File: src/rtl/systolic_mm_engine.sv
// Output-stationary NxN systolic matrix multiply C = A[Nxk] * B[kxN], signed or unsigned.
// Latency: first result byte k+2N cycles after the accepted start; bytes then paced by out_ready.
// Backpressure: out_byte/out_last are held while out_valid & !out_ready; nothing advances without a handshake.
//
// Ports:
//   clk, rst               clock, asynchronous active-high reset
//   cfg_signed, cfg_k      operand mode and inner depth, captured on an accepted start
//   wr_en/wr_sel/wr_addr/wr_data   operand buffer write port (A: r*K_MAX+k, B: k*N+c), IDLE only
//   start, busy, err, done run control and status
//   out_valid/out_ready/out_byte/out_last   result byte stream, MSB byte of each result first
module systolic_mm_engine #(
    parameter int DATA_WIDTH = 8,
    parameter int N          = 2,
    parameter int K_MAX      = 4,
    localparam int ACC_WIDTH = 2 * DATA_WIDTH + $clog2(K_MAX),
    localparam int OUT_BYTES = (ACC_WIDTH + 7) / 8,
    localparam int KW        = $clog2(K_MAX) + 1,
    localparam int AW        = $clog2(N * K_MAX)
) (
    input  logic                  clk,
    input  logic                  rst,
    input  logic                  cfg_signed,
    input  logic [KW-1:0]         cfg_k,
    input  logic                  wr_en,
    input  logic                  wr_sel,
    input  logic [AW-1:0]         wr_addr,
    input  logic [DATA_WIDTH-1:0] wr_data,
    input  logic                  start,
    output logic                  busy,
    output logic                  err,
    output logic                  out_valid,
    input  logic                  out_ready,
    output logic [7:0]            out_byte,
    output logic                  out_last,
    output logic                  done
);

    localparam int FW = $clog2(K_MAX + 2 * N);
    localparam int RW = (N * N > 1) ? $clog2(N * N) : 1;
    localparam int BW = (OUT_BYTES > 1) ? $clog2(OUT_BYTES) : 1;
    localparam int OW = OUT_BYTES * 8;

    typedef enum logic [1:0] {
        S_IDLE,
        S_CLEAR,
        S_FEED,
        S_STREAM
    } state_t;

    state_t state, state_nxt;

    logic [DATA_WIDTH-1:0] a_buf [N*K_MAX];
    logic [DATA_WIDTH-1:0] b_buf [N*K_MAX];

    logic [KW-1:0] k_q;
    logic          mode_q;
    logic [FW-1:0] feed_t;
    logic [RW-1:0] res_idx;
    logic [BW-1:0] byte_idx;

    logic start_ok;
    logic feed_last;
    logic last_byte;
    logic hs;

    logic [DATA_WIDTH-1:0] a_edge [N];
    logic [DATA_WIDTH-1:0] b_edge [N];
    logic [DATA_WIDTH-1:0] a_op   [N][N];
    logic [DATA_WIDTH-1:0] b_op   [N][N];
    logic [ACC_WIDTH-1:0]  acc    [N*N];

    logic [ACC_WIDTH-1:0] sel_acc;
    logic [OW-1:0]        sel_ext;
    logic [BW-1:0]        sel_pos;

    assign start_ok  = start && (cfg_k != '0) && (cfg_k <= KW'(K_MAX));
    assign feed_last = (feed_t == FW'(k_q) + FW'(2 * N - 2));
    assign last_byte = (res_idx == RW'(N * N - 1)) && (byte_idx == BW'(OUT_BYTES - 1));
    assign hs        = (state == S_STREAM) && out_ready;

    // Operand buffers: no reset, writable only while idle.
    always_ff @(posedge clk) begin
        if (state == S_IDLE && wr_en) begin
            if (!wr_sel) begin
                a_buf[wr_addr] <= wr_data;
            end else begin
                b_buf[wr_addr] <= wr_data;
            end
        end
    end

    always_ff @(posedge clk or posedge rst) begin
        if (rst) begin
            state    <= S_IDLE;
            k_q      <= '0;
            mode_q   <= 1'b0;
            feed_t   <= '0;
            res_idx  <= '0;
            byte_idx <= '0;
            err      <= 1'b0;
            done     <= 1'b0;
        end else begin
            state <= state_nxt;
            err   <= (state == S_IDLE) && start && !start_ok;
            done  <= hs && last_byte;
            if (state == S_IDLE && start_ok) begin
                k_q    <= cfg_k;
                mode_q <= cfg_signed;
            end
            feed_t <= (state == S_FEED) ? feed_t + 1'b1 : '0;
            if (state != S_STREAM) begin
                res_idx  <= '0;
                byte_idx <= '0;
            end else if (hs) begin
                if (byte_idx == BW'(OUT_BYTES - 1)) begin
                    byte_idx <= '0;
                    res_idx  <= res_idx + 1'b1;
                end else begin
                    byte_idx <= byte_idx + 1'b1;
                end
            end
        end
    end

    always_comb begin
        state_nxt = state;
        busy      = (state != S_IDLE);
        out_valid = (state == S_STREAM);
        out_last  = (state == S_STREAM) && last_byte;
        out_byte  = '0;
        case (state)
            S_IDLE:   if (start_ok) state_nxt = S_CLEAR;
            S_CLEAR:  state_nxt = S_FEED;
            S_FEED:   if (feed_last) state_nxt = S_STREAM;
            S_STREAM: if (hs && last_byte) state_nxt = S_IDLE;
            default:  state_nxt = S_IDLE;
        endcase
        if (state == S_STREAM) begin
            out_byte = sel_ext[8*sel_pos +: 8];
        end
    end

    // Skewed array edges: row r sees A[r][t-r], column c sees B[t-c][c], zero outside 0..k-1.
    always_comb begin
        for (int r = 0; r < N; r++) begin
            a_edge[r] = '0;
            if (state == S_FEED && feed_t >= FW'(r) && (feed_t - FW'(r)) < FW'(k_q)) begin
                a_edge[r] = a_buf[AW'(r * K_MAX) + AW'(feed_t - FW'(r))];
            end
        end
        for (int c = 0; c < N; c++) begin
            b_edge[c] = '0;
            if (state == S_FEED && feed_t >= FW'(c) && (feed_t - FW'(c)) < FW'(k_q)) begin
                b_edge[c] = b_buf[AW'(feed_t - FW'(c)) * AW'(N) + AW'(c)];
            end
        end
    end

    for (genvar r = 0; r < N; r++) begin : g_row
        for (genvar c = 0; c < N; c++) begin : g_col
            logic signed [DATA_WIDTH:0]     a_x;
            logic signed [DATA_WIDTH:0]     b_x;
            logic signed [2*DATA_WIDTH+1:0] prod;
            logic [ACC_WIDTH-1:0]           acc_q;

            // Each PE's operand is either the array edge or a register holding
            // the neighbour's operand from the previous cycle.
            if (c == 0) begin : g_a_edge
                assign a_op[r][c] = a_edge[r];
            end else begin : g_a_pipe
                logic [DATA_WIDTH-1:0] a_q;
                always_ff @(posedge clk or posedge rst) begin
                    if (rst) begin
                        a_q <= '0;
                    end else if (state == S_CLEAR) begin
                        a_q <= '0;
                    end else if (state == S_FEED) begin
                        a_q <= a_op[r][c-1];
                    end
                end
                assign a_op[r][c] = a_q;
            end

            if (r == 0) begin : g_b_edge
                assign b_op[r][c] = b_edge[c];
            end else begin : g_b_pipe
                logic [DATA_WIDTH-1:0] b_q;
                always_ff @(posedge clk or posedge rst) begin
                    if (rst) begin
                        b_q <= '0;
                    end else if (state == S_CLEAR) begin
                        b_q <= '0;
                    end else if (state == S_FEED) begin
                        b_q <= b_op[r-1][c];
                    end
                end
                assign b_op[r][c] = b_q;
            end

            // One extra bit lets a single signed multiplier serve both modes.
            assign a_x  = {mode_q & a_op[r][c][DATA_WIDTH-1], a_op[r][c]};
            assign b_x  = {mode_q & b_op[r][c][DATA_WIDTH-1], b_op[r][c]};
            assign prod = a_x * b_x;

            always_ff @(posedge clk or posedge rst) begin
                if (rst) begin
                    acc_q <= '0;
                end else if (state == S_CLEAR) begin
                    acc_q <= '0;
                end else if (state == S_FEED) begin
                    acc_q <= acc_q + ACC_WIDTH'(prod);
                end
            end

            assign acc[r*N+c] = acc_q;
        end
    end

    // Result extension to whole bytes; the mask is zero when ACC_WIDTH fills all bytes.
    always_comb begin
        sel_acc = acc[res_idx];
        sel_ext = OW'(sel_acc);
        if (mode_q && sel_acc[ACC_WIDTH-1]) begin
            sel_ext = sel_ext | ~((OW'(1) << ACC_WIDTH) - OW'(1));
        end
        sel_pos = BW'(OUT_BYTES - 1) - byte_idx;
    end

endmodule

File: config.mk
export PLATFORM = sky130hd
export DESIGN_NAME = systolic_mm_engine
export DESIGN_NICKNAME = d
export VERILOG_FILES = /design/src/rtl/systolic_mm_engine.sv
export SDC_FILE = /design/constraint.sdc
export NUM_CORES = 1
export LEC_CHECK = 0
export BUFFER_PORTS_ARGS = -buffer_cell sky130_fd_sc_hd__buf_4
export CAP_MARGIN = 30
export CORE_ASPECT_RATIO = 1.1
export CORE_MARGIN = 5
export CORE_UTILIZATION = 45
export DETAILED_ROUTE_END_ITERATION = 12
export PLACE_DENSITY = 0.59
export SYNTH_ARGS = -nofsm -noshare
export SYNTH_HDL_FRONTEND = slang
export SYNTH_SLANG_ARGS = --single-unit
File: constraint.sdc
create_clock -name clk -period 7.9 [get_ports clk]
set_input_delay 0.395 -clock clk [delete_from_list [all_inputs] [get_ports clk]]
set_output_delay 0.395 -clock clk [all_outputs]
set_load 0.02 [all_outputs]
# Word-level counts from Yosys, hierarchy flattened
# Memory sizes are Yosys's and may differ from the RTL's.
# Index checks and enable logic that the tools add are counted.
[totals]
regBits = 119
mem_bits_rw = 128
output_inout_bits = 13
memories = 2
[classes]
n_addsub = 12
multipliers = 4
magnitude_cmp = 6
eq_ne = 10
n_shift = 1
muxes = 42
bitwise = 9
reduce_logical = 24
[memory_table]
columns = ["name", "words", "word_bits", "rd", "rd_clocked_by_memory_dff", "write_ports", "line", "rtl"]
rows = [
  ["a_buf", 8, 8, 2, 0, 1, "52", "logic [DATA_WIDTH-1:0] a_buf [N*K_MAX];"],
  ["b_buf", 8, 8, 2, 0, 1, "53", "logic [DATA_WIDTH-1:0] b_buf [N*K_MAX];"],
]
[ops]
columns = ["operator", "n"]
rows = [
  ["two-way mux 18 bit", 10],
  ["two-way mux 8 bit", 13],
  ["adder 18 bit", 4],
  ["multiplier 9 x 9 -> 18 bit", 4],
  ["binary-select mux 18 bit (select 2 bit)", 1],
  ["two-way mux 24 bit", 1],
  ["variable part select 24 x 6 -> 8 bit", 1],
  ["two-way mux 2 bit", 9],
  ["logical AND 1 bit", 15],
  ["AND 1 bit", 8],
  ["equality test 2 bit, second input constant", 4],
  ["case mux 2 bit (4 select lines)", 1],
  ["nonzero test 2 bit", 4],
  ["adder 3 x 1 -> 3 bit, second input constant", 2],
  [">= comparator 3 x 1 -> 1 bit, second input constant", 2],
  ["less-than comparator 3 bit", 2],
  ["two-way mux 1 bit", 6],
  ["!= test 2 bit, second input constant", 3],
  ["adder 2 x 1 -> 2 bit, second input constant", 2],
  ["adder 3 x 2 -> 3 bit, second input constant", 1],
  ["adder 3 bit, first input constant", 1],
  ["equality test 3 bit", 1],
  [">= comparator 3 bit, second input constant", 1],
  ["<= comparator 3 bit, second input constant", 1],
  ["other kinds (11)", 11],
]

# Longest topological paths before layout
[depth]
word_depth = 9
ltp_mapped = 36
depth_no_buf = 27

# Least setup slack after synthesis
# OpenSTA, ideal clock, no wires.
[synth_timing]
path_type = "reg-to-reg"
from = "register feed_t[1]"
to = "register g_row[1].g_col[0].acc_q[17]"
t_arrival_ns = 7.837
setup_slack_ns = -0.063
path_stages_with_launch = 33
period_less_slack_ns = 7.963
path_cell_list = "dfrtp_1 -> buf_2 -> buf_2 -> buf_1 -> inv_1 -> ha_1 -> buf_2 -> buf_1 -> inv_1 -> ha_1 -> nor2b_1 -> o21ai_1 -> nand4b_2 -> buf_4 -> a21oi_1 -> nand2_1 -> fa_1 -> inv_1 -> fa_1 -> inv_1 -> fa_1 -> inv_1 -> fa_1 -> inv_1 -> fa_1 -> inv_1 -> ha_1 -> or3_1 -> o32a_1 -> a21oi_1 -> a21oi_1 -> mux2i_1 -> a221o_1"
[synth_between]
elab_chain_cells = 9
word_cells_on_any_way = 13
classes_between = "add/sub (3); mul (1); order compare (2); mux (3); bitwise (1); reduce/logical (2); memory (1)"
[synth_lines]
columns = ["item", "line", "rtl"]
rows = [
  ["from (decl)", "57", "logic [FW-1:0] feed_t;"],
  ["from (signal assigned)", "110", "feed_t <= (state == S_FEED) ? feed_t + 1'b1 : '0;"],
  ["subtractor 3 x 1 -> 3 bit / >= comparator 3 x 1 -> 1 bit (equally long branches)", "--", ""],
  ["adder 3 bit (tied with other cells)", "148", "a_edge[r] = a_buf[AW'(r * K_MAX) + AW'(feed_t - FW'(r))];"],
  ["memory read (8 x 8 bit) / logical AND 1 bit (equally long branches)", "--", ""],
  ["two-way mux 8 bit (*)", "147", "if (state == S_FEED && feed_t >= FW'(r) && (feed_t - FW'(r)) < FW'(k_q)) begin"],
  ["AND 1 bit", "201", "assign a_x = {mode_q & a_op[r][c][DATA_WIDTH-1], a_op[r][c]};"],
  ["multiplier 9 x 9 -> 18 bit (*)", "203", "assign prod = a_x * b_x;"],
  ["adder 18 bit (*)", "211", "acc_q <= acc_q + ACC_WIDTH'(prod);"],
  ["two-way mux 18 bit (*)", "210", "end else if (state == S_FEED) begin"],
  ["two-way mux 18 bit (*)", "208", "end else if (state == S_CLEAR) begin"],
  ["to (signal assigned)", "211", ""],
  ["to (decl)", "164", "logic [ACC_WIDTH-1:0] acc_q;"],
]
# Every way passes the cells marked *; elsewhere a longest branch is shown, timed or not. The select of a mux whose other input is x is not followed.
# A chain may end at the register's enable or synchronous reset.

# Worst setup path after layout
[layout_timing]
from = "register feed_t[1]"
to = "register g_row[0].g_col[0].acc_q[15]"
[layout_between]
elab_chain_cells = 9
word_cells_on_any_way = 14
classes_between = "add/sub (1); mul (1); order compare (2); mux (4); bitwise (2); reduce/logical (2); memory (2)"
[layout_lines]
columns = ["item", "line"]
rows = [
  [">= comparator 3 x 1 -> 1 bit", "147, 153"],
  ["logical AND 1 bit (2 in series)", "147, 153"],
  ["two-way mux 8 bit (on tied branches)", "147, 153"],
  ["AND 1 bit (on tied branches)", "201, 202"],
  ["multiplier 9 x 9 -> 18 bit (*)", "203"],
  ["adder 18 bit (*)", "211"],
  ["two-way mux 18 bit (*)", "210"],
  ["two-way mux 18 bit (*)", "208"],
  ["to (signal assigned)", "211"],
  ["to (decl)", "164"],
]
# Marks and branches as above.

==> results.cfg <==
[layout]
layout_commonest_cell = inv_1
nets = 2933
area_growth_syn_to_layout_pct = 7.908
fin_util_pct = 48.94
fin_cells = 3135
layout-drive-gt1-share_pct = 9.536
final_cell_mix = 461 x inv_1, 331 x fa_1, 260 x nand2_1
antenna_cells = 0
nFillCells = 5086

[job]
cap_violations = 0

[placed_design]
port-buffer-count = 33
dp_cells = 3083
gp_congestion = 0.8904
hpwlAfterDp_mm = 49.57
place_ws_ns = 0.5509

[die]
start_util_pct = 45.36
core-area_um2 = 56020
num_rows = 91
die_y_um = 259.2
die_x_um = 236.6
ios = 34
die_area_um2 = 61320

[critical_path]
arrival_ns = 7.85
end_kind = register
cp_common_cell = fa_1
worstReg2RegEnd = g_row[0].g_col[0].acc_q[15]
path_depth = 22
critPathSlowestCell = nor2_1
r2r_start = feed_t[1]
critPathBufInv = 3
worstPathCellList = buf_4 -> ha_1 -> nor2b_1 -> o21ai_1 -> nand3b_1 -> nor2_1 -> nand2_1 -> nor2_1 -> fa_1 -> inv_1 -> fa_1 -> fa_1 -> fa_1 -> fa_1 -> inv_1 -> ha_1 -> o21ai_1 -> a211oi_1 -> o41a_1 -> o211ai_1 -> and4_1 -> or3b_1
r2r_cells = 22
worst_path_dominant_cell_family = adder cells
path_max_fanout = 29
max_stage_delay_ns = 0.79
required_ns = 8.34
r2r_slack_ns = 0.49
start_kind = register
path_class = reg2reg

[yosys]
yosys.cell_types.count = 84
synth-seq-cells = 247
synthesis.nets = 2933
ys_warn_count = 0
netlist_instances = 2370
synthFlopType = edfxtp_1
avgSynthCellArea_um2 = 10.72
async_flop_share_pct = 48.18
syn_area_um2 = 25410
ys_seq_area_share_pct = 26.85
yosys.area.top_type = fa_1
synth_edf_count = 128
synth_top_area_share_pct = 26.08
synth_area_leaders = fa_1 26%, edfxtp_1 15%, dfrtp_1 12%

[clock_tree]
cts_max_level = 1
worstSkewPairLatency_ns = 0.57
cts_max_path_buffers = 3
root_buffer = clkbuf_16
cts_buffers = 28
path_clk_slew_ns = 0.06
cts_sinks = 247
postCtsSetupBuffers = 0
cts_tree = built

[sta]
rsz0062_at_grt = false
post-route-min-period_ns = 7.411
worstMarginPinSlew_ns = 0.8971
clock.fmax_mhz = 134.9
setup_viol_count_final = 0
drv_slew = 0
max_slew_margin_pct = 40.05
finalHoldViolCount = 0
clock_skew_ns = 0.01527
fin_crit_sh_pct = 93.80
setup_tns_ns = 0
worst_slack_ns = 0.4895

[global_routing]
grt_pass1_vias = 18120
antenna_found_initial = 2
grt_overflow = 0
grt_pass1_wl_mm = 100.9
grt_max_degree = 74
track_usage_pct = 20.66

[worst_hold_path]
holdPathStages = 2
hold_path_end = mode_q
hold_path.class = in2reg
min_from = cfg_signed

[detailed_routing]
wl_mm = 62.30
detail_route.drc_violations = 0
via_per_inst = 5.370
vias = 16840
drtIter0Drc = 1274
wl_per_cell_um = 19.87
first_pass_iters = 5
antenna_left = 0

[outcome]
outcome = finished clean

[power_and_ir_drop]
max-vdd-ir-drop_v = 0.0002104
leakagePower_nw = 12.57
power_mw = 7.445
power_density_nw_per_um2 = 271.6
[final cells by class]
class / count / area, um2 / share of cell area [%]
clock inverter: 20 / 232.7 / 0.8488
timing repair buffer: 67 / 525.5 / 1.917
multi-input combinational: 1550 / 16380 / 59.74
sequential: 247 / 6823 / 24.88
clock buffer: 31 / 733.2 / 2.674
inverter: 476 / 1793 / 6.540
tap: 744 / 930.9 / 3.395
[registers in the layout (all words and copies together), names as in the netlist, 3 cells and up]
| signal | cells |
|---|---|
| g_row.g_col.g_a_pipe.a_q | 16 |
| b_buf | 64 |
| a_buf | 64 |
| feed_t | 3 |
| g_row.g_col.g_b_pipe.b_q | 16 |
| g_row.g_col.acc_q | 72 |
| k_q | 3 |
[stage by stage]
step / area [um2] / hold WS, ns
3_3_place_gp: 26410 / 0.5072
4_1_cts: 27420 / 0.03218
2_1_floorplan: 25410 / 0.4692
6_report: 27420 / 0.06888
3_5_place_dp: 26440 / 0.5228
5_1_grt: 27420 / 0.05163
[kinds of logic (layout without fill, tap and decap cells)]
logic type	Yosys count	count (layout)	synth area share (%)
simple gates	583	583	11.01
buf+inv	573	594	8.731
xor+xnor	77	77	2.684
flops	247	247	26.85
mux	80	80	6.387
fa+ha+maj	542	542	36.47
compound gates	268	268	7.874
[synth_stat cells, types with 17 or more instances]
library cell,number
a22o_1,48
nor2b_1,27
and2_1,105
xor2_1,21
buf_1,17
edfxtp_1,128
dfrtp_1,119
clkbuf_1,56
nand2_1,260
nor2_1,75
a21oi_1,40
xnor2_1,55
inv_1,462
nor3_1,18
ha_1,211
nand3_1,26
o21ai_1,20
mux4_2,65
o2bb2ai_1,20
fa_1,331
o21ai_0,25
[report_power, final]
part           internal, mW  leakage (nW)  switching [mW]  total, mW
clock                 0.808         0.461           0.572       1.38
combinational          1.60          9.34            2.44       4.04
sequential             1.57          2.77           0.460       2.03
[worst max path at each step]
stage,from,endpoint,slack (ns)
finish,feed_t[1],g_row[0].g_col[0].acc_q[15],0.49
global route,feed_t[1],g_row[0].g_col[0].acc_q[15],0.05
CTS,feed_t[1],g_row[0].g_col[0].acc_q[15],0.53
detailed placement,feed_t[1],g_row[0].g_col[0].acc_q[15],0.55
global placement,feed_t[1],g_row[0].g_col[0].acc_q[15],0.58
floorplan,feed_t[1],g_row[0].g_col[1].acc_q[13],0.03
[repair_timing]
| action | 4_1_cts | 5_1_grt |
|---|---|---|
| endpoints found under the hold margin | 61 | 0 |
| hold buffers | 1 | 0 |
| resized for setup | 0 | 0 |
[per-layer routing]
metal  share of wire (%)  wire (um)  up-vias  global-route usage (%)
li1                    -          -     7708                       -
met1                  43      26810     8678                   27.55
met2                  49      30670      335                   35.60
met3                 3.9       2422      112                   2.072
met4                 3.8       2384        2                   7.088
met5               0.021         13        -                       0
No activity file was read; power rests on OpenSTA's default activity.
